`config.mk`:
```
export PLATFORM = sky130hd
export DESIGN_NAME = truth_table_sweeper_flat
export DESIGN_NICKNAME = d
export VERILOG_FILES = /design/src/rtl/truth_table_sweeper_if.sv /design/src/rtl/truth_table_sweeper.sv /design/src/flat_wrapper.sv
export SDC_FILE = /design/constraint.sdc
export NUM_CORES = 1
export LEC_CHECK = 0
export BUFFER_PORTS_ARGS = -buffer_cell sky130_fd_sc_hd__buf_4
export CAP_MARGIN = 20
export CORE_MARGIN = 10
export CORE_UTILIZATION = 35
export CTS_BUF_LIST = sky130_fd_sc_hd__clkbuf_4 sky130_fd_sc_hd__clkbuf_8
export CTS_CLUSTER_DIAMETER = 200
export CTS_CLUSTER_SIZE = 30
export DETAILED_ROUTE_END_ITERATION = 8
export PLACE_DENSITY = 0.68
export SKIP_LAST_GASP = 1
export SLEW_MARGIN = 20
export SYNTH_ARGS = -nofsm -noshare
export SYNTH_HDL_FRONTEND = slang
export SYNTH_SLANG_ARGS = --single-unit
```
`constraint.sdc`:
```
create_clock -name clk -period 2.5 [get_ports clk]
set_clock_uncertainty 0.05 [all_clocks]
set_input_delay 0.5 -clock clk [delete_from_list [all_inputs] [get_ports clk]]
set_output_delay 0.5 -clock clk [all_outputs]
set_load 0.02 [all_outputs]
```
`src/rtl/truth_table_sweeper_if.sv`:
```
// rtl/truth_table_sweeper_if.sv - handshake/bus bundle between a sweep controller and its user
// Purpose: groups the sweep request, the datapath drive/sense pins and the
//          sweep status so the controller has a single bus port.
// Signals:
//   start    - sweep request (user -> sweeper)
//   expected - expected datapath output, bit m for minterm m (user -> sweeper)
//   s_in     - output of the 2-input datapath under test (user -> sweeper)
//   a_out    - datapath operand a, = m_idx[1] (sweeper -> user)
//   b_out    - datapath operand b, = m_idx[0] (sweeper -> user)
//   m_idx    - current minterm index (sweeper -> user)
//   busy     - high while driving/sampling (sweeper -> user)
//   done     - one-cycle completion pulse (sweeper -> user)
//   result   - captured s_in, bit m for minterm m (sweeper -> user)
//   err_cnt  - mismatch count 0..4 (sweeper -> user)
//   pass     - err_cnt == 0 after completion (sweeper -> user)
interface truth_table_sweeper_if;
  logic       start;
  logic [3:0] expected;
  logic       s_in;
  logic       a_out;
  logic       b_out;
  logic [1:0] m_idx;
  logic       busy;
  logic       done;
  logic [3:0] result;
  logic [2:0] err_cnt;
  logic       pass;

  modport master (
    output start, expected, s_in,
    input  a_out, b_out, m_idx, busy, done, result, err_cnt, pass
  );

  modport slave (
    input  start, expected, s_in,
    output a_out, b_out, m_idx, busy, done, result, err_cnt, pass
  );
endinterface

```
`src/rtl/truth_table_sweeper.sv`:
```
// rtl/truth_table_sweeper.sv - exhaustive truth-table checker for a 2-input combinational datapath
// Purpose: on start, walks minterms 0..3, driving a/b for one settle cycle
//          (DRIVE) then capturing the datapath output (SAMPLE), comparing
//          each capture against a latched expected table.
// Ports:
//   clk   - clock, rising edge
//   rst_n - asynchronous active-low reset
//   bus   - truth_table_sweeper_if.slave (start/expected/s_in in;
//           a_out/b_out/m_idx/busy/done/result/err_cnt/pass out)
// Build option: MISMATCH_STOP_EN - when defined, the first mismatching
//   capture ends the sweep with m_idx left on the failing minterm.
module truth_table_sweeper (
  input  logic                        clk,
  input  logic                        rst_n,
  truth_table_sweeper_if.slave        bus
);

  typedef enum logic [1:0] {
    IDLE   = 2'd0,
    DRIVE  = 2'd1,
    SAMPLE = 2'd2,
    DONE   = 2'd3
  } state_t;

  state_t     state_q, state_d;
  logic [1:0] m_q;
  logic [3:0] exp_q;
  logic [3:0] res_q;
  logic [2:0] err_q;
  logic       pass_q;

  logic       mismatch;
  logic       last_minterm;
  logic       accept;

  assign mismatch     = (bus.s_in != exp_q[m_q]);
  assign last_minterm = (m_q == 2'd3);
  assign accept       = (state_q == IDLE) && bus.start;

  always_ff @(posedge clk or negedge rst_n) begin
    if (!rst_n) begin
      state_q <= IDLE;
    end else begin
      state_q <= state_d;
    end
  end

  always_comb begin
    state_d = state_q;
    case (state_q)
      IDLE:   if (bus.start) state_d = DRIVE;
      DRIVE:  state_d = SAMPLE;
      SAMPLE: begin
`ifdef MISMATCH_STOP_EN
        if (mismatch || last_minterm) state_d = DONE;
        else                          state_d = DRIVE;
`else
        if (last_minterm) state_d = DONE;
        else              state_d = DRIVE;
`endif
      end
      DONE:   state_d = IDLE;
      default: state_d = IDLE;
    endcase
  end

  // Datapath registers. All of them hold through IDLE so the outcome of the
  // last sweep stays readable until the next accepted start.
  always_ff @(posedge clk or negedge rst_n) begin
    if (!rst_n) begin
      m_q    <= 2'd0;
      exp_q  <= 4'd0;
      res_q  <= 4'd0;
      err_q  <= 3'd0;
      pass_q <= 1'b0;
    end else if (accept) begin
      m_q    <= 2'd0;
      exp_q  <= bus.expected;
      res_q  <= 4'd0;
      err_q  <= 3'd0;
      pass_q <= 1'b0;
    end else if (state_q == SAMPLE) begin
      res_q[m_q] <= bus.s_in;
      // Saturate at 4: only four minterms exist, so this guard never trips
      // in normal use but keeps the counter from wrapping regardless.
      if (mismatch && (err_q != 3'd4)) begin
        err_q <= err_q + 3'd1;
      end
      // Advance only when another DRIVE follows; on the way to DONE the index
      // stays on the last visited (or failing) minterm.
      if (state_d == DRIVE) begin
        m_q <= m_q + 2'd1;
      end
    end else if (state_q == DONE) begin
      pass_q <= (err_q == 3'd0);
    end
  end

  assign bus.a_out   = m_q[1];
  assign bus.b_out   = m_q[0];
  assign bus.m_idx   = m_q;
  assign bus.busy    = (state_q == DRIVE) || (state_q == SAMPLE);
  assign bus.done    = (state_q == DONE);
  assign bus.result  = res_q;
  assign bus.err_cnt = err_q;
  assign bus.pass    = pass_q;

endmodule
```
`src/flat_wrapper.sv`:
```
// flat-port wrapper written by rule: the top's interface ports become plain ports
module truth_table_sweeper_flat 
  (clk, rst_n, bus_start, bus_expected, bus_s_in, bus_a_out, bus_b_out, bus_m_idx, bus_busy, bus_done, bus_result, bus_err_cnt, bus_pass);
  truth_table_sweeper_if bus_i ();
  input  logic clk;
  input  logic rst_n;
  input wire logic [$bits(bus_i.start)-1:0] bus_start;
  input wire logic [$bits(bus_i.expected)-1:0] bus_expected;
  input wire logic [$bits(bus_i.s_in)-1:0] bus_s_in;
  output wire logic [$bits(bus_i.a_out)-1:0] bus_a_out;
  output wire logic [$bits(bus_i.b_out)-1:0] bus_b_out;
  output wire logic [$bits(bus_i.m_idx)-1:0] bus_m_idx;
  output wire logic [$bits(bus_i.busy)-1:0] bus_busy;
  output wire logic [$bits(bus_i.done)-1:0] bus_done;
  output wire logic [$bits(bus_i.result)-1:0] bus_result;
  output wire logic [$bits(bus_i.err_cnt)-1:0] bus_err_cnt;
  output wire logic [$bits(bus_i.pass)-1:0] bus_pass;
  assign bus_i.start = bus_start;
  assign bus_i.expected = bus_expected;
  assign bus_i.s_in = bus_s_in;
  assign bus_a_out = bus_i.a_out;
  assign bus_b_out = bus_i.b_out;
  assign bus_m_idx = bus_i.m_idx;
  assign bus_busy = bus_i.busy;
  assign bus_done = bus_i.done;
  assign bus_result = bus_i.result;
  assign bus_err_cnt = bus_i.err_cnt;
  assign bus_pass = bus_i.pass;
  truth_table_sweeper u_core (.clk(clk), .rst_n(rst_n), .bus(bus_i));
endmodule
```
# After elaboration in Yosys (flattened, before gate mapping)
# Cells that the tools add are included.
# totals
wordCells	50
output_inout_bits	14
input_bits	8
register_bits	16
# classes
n_mux	19
order_cmp	2
n_addsub	2
n_eq_ne	8
reduce_logical	13
# ops
op	count
$mux W2	5
$mux W3	3
$mux W4	2
$pmux W2 S4	1
$reduce_bool A2 Y1	4
$eq A2 B2 Y1 const B	3
$reduce_and A2 Y1	3
$mux W1	5
$bwmux W4	1
$eq A2 B1 Y1 const B	2
$add A3 B1 Y3 const B	1
$logic_and A1 B1 Y1	3
$logic_not A3 Y1	1
$lt A2 B3 Y1 const B	1
$ne A3 B3 Y1 const B	1
$add A2 B1 Y2 const B	1
$bmux W1 S2	1
$demux W1 S2	1
$ge A2 B1 Y1 const B	1
$logic_not A2 Y1	1
$ne A2 B1 Y1 const B	1
$logic_or A1 B1 Y1	1
$ne A1 B1 Y1	1

# Logic depth before layout (Yosys ltp)
# logic_depth
depth_word	7
depth_mapped	6
mapped_depth_nobuf	6

# Least setup slack after synthesis
# Ideal clock, no wire load.
# synth_path
path_type	reg2reg
from	reg u_core.m_q[0], in the netlist u_core.bus.m_idx[0]
to	reg u_core.err_q[2], in the netlist u_core.bus.err_cnt[2]
required_time_ps	2372
t_arrival_ps	1782
setup_time_ps	78
synth_period_minus_slack_ps	1910
setup_slack_ps	590
n_path_buf	0
path_stages_with_launch	5
cell_sequence	dfrtp_1 mux4_2 xnor2_1 or4_1 a21oi_1
# synth_via
elab_chain_len	6
# synth_rtl
item	line	source
start: declaration	truth_table_sweeper.sv:26	logic [1:0] m_q;
start signal: assignment	truth_table_sweeper.sv:92	m_q <= m_q + 2'd1;
$bmux W1 S2	truth_table_sweeper.sv:36	assign mismatch = (bus.s_in != exp_q[m_q]);
$mux W1 (implied by the code)	truth_table_sweeper.sv:36	
$ne A1 B1 Y1	truth_table_sweeper.sv:36	
$logic_and A1 B1 Y1	truth_table_sweeper.sv:86	if (mismatch && (err_q != 3'd4)) begin
$reduce_bool A2 Y1 (no line)	--	
$reduce_and A2 Y1 (no line)	--	
end signal: assignment	truth_table_sweeper.sv:87	err_q <= err_q + 3'd1;
end: declaration	truth_table_sweeper.sv:29	logic [2:0] err_q;
# No other way between the ends. The select of a mux whose other input is x is not followed.
# A chain may end at the register's enable or synchronous reset.

# Worst setup path after layout
# Same ends and word-level chain as after synthesis.

==> flow_metrics.env <==
export IMPL_netlist_area_um2=887
export IMPL_critPathCaptureType="flip-flop"
export IMPL_core_area_um2=2450
export IMPL_fillCellCount=238
export IMPL_synth_seq_cells=16
export IMPL_hold_viol=0
export IMPL_io_buffers=21
export IMPL_slew_headroom_pct=68.7
export IMPL_die_area_um2=4950
export IMPL_multiInputGateArea_um2=438
export IMPL_vias=720
export IMPL_finalCritPeriodShare_pct=78.7
export IMPL_wl_per_cell_um=12.9
export IMPL_maxCapViolCount=0
export IMPL_leakagePower_uw=0.000541
export IMPL_p_sw_share_pct=42.9
export IMPL_cts_tree="built"
export IMPL_worstMarginPinSlew_ns=0.470
export IMPL_drtIter0Drc=21
export IMPL_min_path_type="in2reg"
export IMPL_power_density_nw_per_um2=1110
export IMPL_ios=22
export IMPL_cts_sinks=16
export IMPL_post_cts_buffers=0
export IMPL_area_growth_syn_to_layout_pct=24.7
export IMPL_min_from="bus_expected[0]"
export IMPL_nets=136
export IMPL_fp_dieH_um=70.3
export IMPL_start_util_pct=36.1
export IMPL_ir_drop_v=0.000762
export IMPL_place_congestion=0.719
export IMPL_antenna_found_initial=0
export IMPL_timing_rr_start="u_core.bus.m_idx[0]$_DFFE_PN0P_"
export IMPL_dpl_hpwl_mm=1.46
export IMPL_power_frac_comb_pct=50.7
export IMPL_gr_total_overflow=0
export IMPL_die_width_um=70.3
export IMPL_max_freq_mhz=508
export IMPL_yosysWarnings=0
export IMPL_cp_data_required_time_ns=2.66
export IMPL_r2r_end="u_core.bus.err_cnt[2]$_DFFE_PN0P_"
export IMPL_clockPowerShare_pct=14.0
export IMPL_wirelength_mm=1.89
export IMPL_crit_type="reg2reg"
export IMPL_drc=0
export IMPL_cts_buffers=3
export IMPL_syn_nets=113
export IMPL_hold_path_end="u_core.exp_q[0]$_DFFE_PN0P_"
export IMPL_setup_viol=0
export IMPL_whs_ns=0.352
export IMPL_syn_area_per_cell_um2=9.34
export IMPL_synthCells=95
export IMPL_clkLatencyLatePin_ns=0.28
export IMPL_rows=18
export IMPL_r2r_cells=4
export IMPL_power_frac_seq_pct=35.4
export IMPL_rsz0062_at_grt="no"
export IMPL_internal_power_uw=701
export IMPL_r2r_slack_ns=0.53
export IMPL_cp_max_fo=6
export IMPL_grt_max_degree=17
export IMPL_post_route_util_pct=45.1
export IMPL_drive_above_1_share_pct=23.1
export IMPL_cts_root_buf="clkbuf_4"
export IMPL_fin_crit_ns=1.97
export IMPL_cts_htree_levels=1
export IMPL_switchingPower_uw=527
export IMPL_holdPathStages=3
export IMPL_clk_path_buf_depth=2
export IMPL_grt_first_pass_wirelength_mm=3.34
export IMPL_critical_path_arrival_ns=2.13
export IMPL_slew_violations=0
export IMPL_regArea_um2=400
export IMPL_critPathLaunchType="flip-flop"
export IMPL_finalSetupTns_ns=0
export IMPL_synth_distinct_cells=24
export IMPL_grt_usage_pct=7.80
export IMPL_ys_seq_area_share_pct=45.1
export IMPL_avgViaCountPerCell=4.90
export IMPL_clkSlewWorstSetupHoldPaths_ns=0.10
export IMPL_status="complete, no violations"
export IMPL_firstDrtPassIters=4
export IMPL_grt_pass1_vias=739
export IMPL_diodes=0
export IMPL_postRouteAntennaNets=0
## layer usage
layer  vias to the layer above  routed length, um  track usage (%)
met5                         -                  0                0
met4                         0                  9             1.97
met3                         2                153             3.67
met2                        16                917             13.3
met1                       339                810             8.43
li1                        363                  -                -
## worst max-delay path by stage
stage | startpoint | to | slack [ns]
after detailed placement | u_core.bus.m_idx[0]$_DFFE_PN0P_ | u_core.bus.err_cnt[2]$_DFFE_PN0P_ | 0.57
final | u_core.bus.m_idx[0]$_DFFE_PN0P_ | u_core.bus.err_cnt[2]$_DFFE_PN0P_ | 0.53
after global routing | u_core.state_q[0]$_DFF_PN0_ | u_core.bus.err_cnt[2]$_DFFE_PN0P_ | 0.45
after CTS | u_core.bus.m_idx[0]$_DFFE_PN0P_ | u_core.bus.err_cnt[2]$_DFFE_PN0P_ | 0.54
after floorplan | u_core.bus.m_idx[0]$_DFFE_PN0P_ | u_core.bus.err_cnt[2]$_DFFE_PN0P_ | 0.59
after global placement | u_core.bus.m_idx[0]$_DFFE_PN0P_ | u_core.bus.err_cnt[2]$_DFFE_PN0P_ | 0.61
## area by class of cell
| type | instances | share of cell area [%] |
|---|---|---|
| multi-input combinational | 68 | 39.6 |
| sequential | 16 | 36.2 |
| inverter | 7 | 2.38 |
| clock buffer | 4 | 3.28 |
| timing repair buffer | 22 | 15.2 |
| tap | 30 | 3.39 |
## synth_stat cells
master | n | area (um2)
a21oi_1 | 7 | 35.0
a31oi_1 | 1 | 6.26
and2_1 | 1 | 6.26
buf_4 | 2 | 15.0
clkbuf_1 | 2 | 7.51
dfrtp_1 | 16 | 400
ha_1 | 10 | 125
inv_1 | 7 | 26.3
mux2i_1 | 1 | 10.0
mux4_2 | 1 | 22.5
nand2_1 | 25 | 93.8
nand3_1 | 4 | 20.0
nand3b_1 | 1 | 7.51
nor2_1 | 3 | 11.3
nor2b_1 | 1 | 6.26
o2111ai_1 | 1 | 8.76
o211ai_1 | 1 | 7.51
o21a_1 | 1 | 7.51
o21ai_0 | 3 | 15.0
o31ai_1 | 2 | 15.0
or3_1 | 1 | 6.26
or3b_2 | 1 | 8.76
or4_1 | 1 | 7.51
xnor2_1 | 2 | 17.5
## flip-flops by register name, summed over array words and instances, names as in the netlist
name                cells
u_core.bus.err_cnt      3
u_core.bus.m_idx        2
u_core.bus.pass         1
u_core.bus.result       4
u_core.exp_q            4
u_core.state_q          2
## cells in the final DEF, fill, tap and decap left out, drive strengths merged, types with 2 or more instances in the layout
master  count
o31ai       2
a21oi       7
ha         10
buf        21
clkbuf      4
dfrtp      16
o21ai       3
nor2        3
xnor2       2
inv         7
nand3       4
nand2      25
## critical path, cell delays in order (launching register included)
cell and delay, ns:
dfrtp_1 0.49, mux4_2 0.56, xnor2_1 0.21, or4_1 0.42, a21oi_1 0.17
## power by group through the flow
stage	Sequential [uW]	Combinational, uW	Clock (uW)
2_1_floorplan	476	390	0
3_3_place_gp	437	619	0
3_5_place_dp	443	630	0
4_1_cts	437	633	177
5_1_grt	452	704	192
6_report	434	622	171
## per-stage QoR
stage	setup slack [ns]	cells	instance area [um2]	total power (uW)
after floorplan	0.590	95	887	866
after global placement	0.615	142	1060	1060
after detailed placement	0.570	142	1060	1070
after CTS	0.541	146	1100	1250
after global routing	0.448	147	1110	1350
final	0.533	147	1110	1230
## logic make-up after synthesis
| kind of cell | after synthesis | share of synthesized area, % |
|---|---|---|
| adder cells (fa/ha/maj) | 10 | 14.1 |
| buffers and inverters | 11 | 5.50 |
| XOR/XNOR | 2 | 1.97 |
| flip-flops | 16 | 45.1 |
| multiplexers | 2 | 3.67 |
| AO/OA/AOI/OAI | 16 | 10.7 |
| AND/OR/NAND/NOR | 38 | 18.9 |
## what timing repair did
action                                 4_1_cts  5_1_grt
hold buffers                                 0        1
setup endpoints to repair                    0        0
resized for setup                            0        0
endpoints found under the hold margin        0        9
Note: power is estimated with default switching activity, not from simulation.
